File: src/rtl/mul_seq_ctrl.sv
// Sequential WIDTH x WIDTH unsigned multiplier controller time-sharing one external 2x2 multiplier.
// Optional MUL_SEQ_SKIPZERO_EN: zero operands bypass RUN and go straight to DONE with product 0.
module mul_seq_ctrl #(
  parameter int unsigned WIDTH = 8
) (
  input  logic                 clk,
  input  logic                 rst_n,
  input  logic                 in_valid_i,
  output logic                 in_ready_o,
  input  logic [WIDTH-1:0]     a_i,
  input  logic [WIDTH-1:0]     b_i,
  output logic                 out_valid_o,
  input  logic                 out_ready_i,
  output logic [2*WIDTH-1:0]   product_o,
  output logic                 busy_o,
  output logic [1:0]           mul_a_o,
  output logic [1:0]           mul_b_o,
  input  logic [3:0]           mul_m_i
);

  localparam int unsigned N  = WIDTH / 2;
  localparam int unsigned CW = (N > 1) ? $clog2(N) : 1;
  localparam int unsigned PW = 2 * WIDTH;

  typedef enum logic [1:0] {StIdle, StRun, StDone} state_e;

  state_e            state_q;
  logic [CW-1:0]     i_q, j_q;
  logic [WIDTH-1:0]  a_q, b_q;
  logic [PW-1:0]     acc_q, acc_sum;
  logic [PW-1:0]     product_q;
  logic              out_valid_q, busy_q;
  logic [CW+1:0]     shamt;
  logic              last_pair;

  // Digit weight of pair (i,j) is 4^(i+j), i.e. a left shift by 2*(i+j).
  always_comb begin
    shamt     = ({2'b00, i_q} + {2'b00, j_q}) << 1;
    acc_sum   = acc_q + ({{(PW-4){1'b0}}, mul_m_i} << shamt);
    last_pair = (i_q == CW'(N - 1)) && (j_q == CW'(N - 1));
    mul_a_o   = 2'b00;
    mul_b_o   = 2'b00;
    if (state_q == StRun) begin
      mul_a_o = a_q[{i_q, 1'b0} +: 2];
      mul_b_o = b_q[{j_q, 1'b0} +: 2];
    end
  end

  always_ff @(posedge clk or negedge rst_n) begin
    if (!rst_n) begin
      state_q     <= StIdle;
      i_q         <= '0;
      j_q         <= '0;
      a_q         <= '0;
      b_q         <= '0;
      acc_q       <= '0;
      product_q   <= '0;
      out_valid_q <= 1'b0;
      busy_q      <= 1'b0;
    end else begin
      unique case (state_q)
        StIdle: begin
          if (in_valid_i) begin
            a_q   <= a_i;
            b_q   <= b_i;
            acc_q <= '0;
            i_q   <= '0;
            j_q   <= '0;
`ifdef MUL_SEQ_SKIPZERO_EN
            if ((a_i == '0) || (b_i == '0)) begin
              state_q     <= StDone;
              out_valid_q <= 1'b1;
              product_q   <= '0;
            end else begin
              state_q <= StRun;
              busy_q  <= 1'b1;
            end
`else
            state_q <= StRun;
            busy_q  <= 1'b1;
`endif
          end
        end
        StRun: begin
          acc_q <= acc_sum;
          if (i_q == CW'(N - 1)) begin
            i_q <= '0;
            j_q <= j_q + CW'(1);
          end else begin
            i_q <= i_q + CW'(1);
          end
          if (last_pair) begin
            state_q     <= StDone;
            busy_q      <= 1'b0;
            out_valid_q <= 1'b1;
            product_q   <= acc_sum;
            j_q         <= '0;
          end
        end
        StDone: begin
          if (out_ready_i) begin
            state_q     <= StIdle;
            out_valid_q <= 1'b0;
          end
        end
        default: state_q <= StIdle;
      endcase
    end
  end

  assign in_ready_o  = (state_q == StIdle);
  assign out_valid_o = out_valid_q;
  assign product_o   = product_q;
  assign busy_o      = busy_q;

endmodule

File: config.mk
export PLATFORM = sky130hd
export DESIGN_NAME = mul_seq_ctrl
export DESIGN_NICKNAME = d
export VERILOG_FILES = /design/src/rtl/mul_seq_ctrl.sv
export SDC_FILE = /design/constraint.sdc
export NUM_CORES = 1
export LEC_CHECK = 0
export CAP_MARGIN = 20
export CORE_MARGIN = 2
export CORE_UTILIZATION = 40
export CTS_CLUSTER_DIAMETER = 60
export DETAILED_ROUTE_END_ITERATION = 10
export GPL_TIMING_DRIVEN = 0
export SLEW_MARGIN = 25
export SYNTH_ARGS = -nofsm -noshare
export SYNTH_HDL_FRONTEND = slang
export SYNTH_SLANG_ARGS = --single-unit
File: constraint.sdc
create_clock -name clk -period 5.4 [get_ports clk]
set_clock_uncertainty 0.15 [all_clocks]
set_input_delay 0.81 -clock clk [delete_from_list [all_inputs] [get_ports clk]]
set_output_delay 0.81 -clock clk [all_outputs]
set_load 0.05 [all_outputs]
==> impl_metrics.ini <==
[pwr]
combPwrFrac = 0.658
seqPwrFrac = 0.258
vdd_ir_drop_max_mv = 0.2874
pwr-share-clk = 0.085
power_density_nw_per_um2 = 718.8
power_switching_mw = 1.489
sw_frac_of_total = 0.5136
power.internal_mw = 1.410
p_leak_nw = 1.777

[worst_setup_path]
reg2reg_to = product_o[10]
cp-end-kind = register
rr_worst_depth = 13
cp_slowest_cell = dfrtp_1
worstPathArrival_ns = 3.90
cpPeakStageDelay_ns = 0.52
critPathTopFamily = adder cells
path_class = reg -> reg
r2r_start = j_q[0]
r2r_setup_slack_ns = 1.53
cp_cell_sequence = ha_1 -> inv_1 -> fa_1 -> clkbuf_1 -> nand2_1 -> nor3b_1 -> ha_1 -> fa_1 -> a21o_1 -> a221oi_2 -> o21bai_1 -> xnor2_1 -> o21ai_0
path_buf_inv = 2
critPathLaunchType = register
cp_data_required_time_ns = 5.43
startpoint = j_q[0]
cp_max_fo = 10

[yosys]
ys_warn_count = 0
syn_area_um2 = 3333
synthDistinctLibCells = 38
synth_nets = 431
syn_inst = 387
syn_area_per_cell_um2 = 8.613
ys_seq_area_frac = 0.4204
synth-seq-cells = 56

[drt]
drt_wl_total_mm = 8.614
routedWlPerCell_um = 15.75
vias_per_cell = 5.384
dr.first_iter.drc_count = 105
postRouteAntennaNets = 0
vias = 2945
dr.pass1.iters = 4
drc = 0

[die]
num_rows = 33
die_h_um = 95.29
io_pins = 47
initial_core_util = 0.4098
dieArea_um2 = 9079
chipWidth_um = 95.29
core_um2 = 8134

[grt]
grt_usage = 0.2051
grt_util_met1 = 0.2699
grt_pass1_vias = 2853
grt_pass1_wl_mm = 14.30
antenna_found_initial = 0
grt_use_met2 = 0.3562
grt-busiest-layer = met2
overflow = 0
grt_max_degree = 42
grt_use_met3 = 0.03004

[layout]
design_area_um2 = 4034
fill_cells = 785
syn_to_final_growth_pct = 21.02
fin_nets = 485
stdcell_count = 547
drive_gt1_frac = 0.04072
fin_util = 0.4959
diodes = 0

[clock_network]
path_clk_slew_ns = 0.11
cts_setup_buffers = 0
clk_path_buf_depth = 2
cts_hold_buf = 0
tritoncts = done
clk_latency_ns = 0.32
htreeDepth = 2
cts.sinks = 56
cts_made_buffers = 5
cts_resized = 0
cts_root_buffer = clkbuf_8

[min_path]
hp-class = in -> async

[placement]
pre_cts_slack_ns = 1.566
gp_congestion = 0.8766
placed_cell_area_um2 = 3943
dp.cells = 539
post-dp-hpwl_mm = 6.432
io_buffer_count = 46

[sta]
finalSetupTns_ns = 0
fmax_mhz = 258.4
fin_ws_ns = 1.530
setup_viol = 0
min_period_over_period = 0.7167
final-hold-violation-count = 0
rsz0062_at_grt = no
worstMarginPinSlew_ns = 0.6041
relSlewSlack = 0.5973
slew_violations = 0
fin_crit_ns = 3.870

[run]
max_cap_viol_count = 0

[outcome]
outcome = complete, no violations
[cell type report]
type	instances	area (um^2)	area share
buffer	23	87.58	0.02171
clock buffer	5	68.82	0.01706
clock inverter	3	22.52	0.005583
inverter	5	18.77	0.004653
multi-input combinational	303	1826	0.4525
sequential	56	1401	0.3474
tap	105	131.4	0.03257
timing repair buffer	47	478.0	0.1185
[cell usage after synthesis (all sizes together)]
| cell | count | share of area |
|---|---|---|
| nand2 | 92 | 0.10 |
| nor3b | 2 | 0.0045 |
| xnor2 | 5 | 0.013 |
| o21ai | 31 | 0.048 |
| and3 | 3 | 0.0056 |
| mux4 | 4 | 0.027 |
| xor2 | 4 | 0.011 |
| a2111o | 1 | 0.0034 |
| a32o | 4 | 0.012 |
| mux2i | 4 | 0.012 |
| o21a | 2 | 0.0045 |
| a21boi | 2 | 0.0045 |
| nor2 | 26 | 0.029 |
| fa | 2 | 0.012 |
| and2 | 6 | 0.011 |
| buf | 1 | 0.0015 |
| clkbuf | 22 | 0.025 |
| o21bai | 2 | 0.0045 |
| a211oi | 2 | 0.0045 |
| nor2b | 4 | 0.0075 |
| a211o | 8 | 0.021 |
| o211ai | 1 | 0.0023 |
| inv | 5 | 0.0056 |
| a221oi | 1 | 0.0045 |
| o31ai | 2 | 0.0045 |
| or3 | 3 | 0.0060 |
| ha | 18 | 0.068 |
| a22oi | 3 | 0.0068 |
| a32oi | 1 | 0.0026 |
| nor3 | 5 | 0.0075 |
| dfrtp | 56 | 0.42 |
| a21oi | 14 | 0.021 |
| nand2b | 4 | 0.0075 |
| nand4 | 14 | 0.026 |
| a21o | 4 | 0.0090 |
| nand3 | 29 | 0.044 |
[sequential cells by signal, indices dropped and copies added (netlist names)]
signal,cells
busy_o,1
out_valid_o,1
acc_q,16
product_o,16
i_q,2
state_q,2
b_q,8
a_q,8
j_q,2
[stage by stage]
step	hold slack (ns)	total power [mW]
finish	0.1892	2.899
global route	0.1838	3.157
CTS	0.1868	2.914
detailed placement	0.3092	2.659
global placement	0.3051	2.636
floorplan	0.2903	2.143
[cell usage in the layout (no fill, tap or decap), types with 6 or more instances in the layout]
| cell type | netlist | final |
|---|---|---|
| nand3_1 | 29 | 29 |
| nand4_1 | 14 | 14 |
| nand2_1 | 92 | 92 |
| o21ai_0 | 30 | 30 |
| and2_1 | 6 | 6 |
| dfrtp_1 | 56 | 56 |
| clkbuf_1 | 22 | 22 |
| clkdlybuf4s50_1 | 0 | 45 |
| nor2_1 | 26 | 26 |
| a21oi_1 | 14 | 14 |
| a211o_1 | 8 | 8 |
| ha_1 | 18 | 18 |
[cell families after synthesis]
| kind of cell | synth area share |
|---|---|
| flops | 0.4204 |
| xor+xnor | 0.02365 |
| fa+ha+maj | 0.07958 |
| mux | 0.03904 |
| simple gates | 0.2526 |
| buf+inv | 0.03191 |
| compound gates | 0.1528 |
[how the worst max path moves through the flow]
stage	cells past startpoint	to	slack (ns)
final	13	product_o[10]	1.53
after global routing	13	acc_q[8]	1.31
after CTS	13	product_o[10]	1.52
after detailed placement	13	product_o[10]	1.57
after global placement	1	b_q[5]	1.52
after floorplan	12	product_o[12]	2.03
[routing by layer]
| metal | wire length (um) | part of all wire |
|---|---|---|
| met2 | 4168 | 0.48 |
| met4 | 121 | 0.014 |
| met3 | 337 | 0.039 |
| met5 | 0 | 0 |
| met1 | 3986 | 0.46 |
[power groups by stage]
stage               Clock (mW)  Sequential [mW]  Combinational (mW)
finish                   0.246            0.747                1.91
floorplan                    0            0.938                1.20
global route             0.274            0.774                2.11
global placement             0            0.750                1.89
detailed placement           0            0.758                1.90
CTS                      0.252            0.750                1.91
Note: power is estimated with default switching activity, not from simulation.
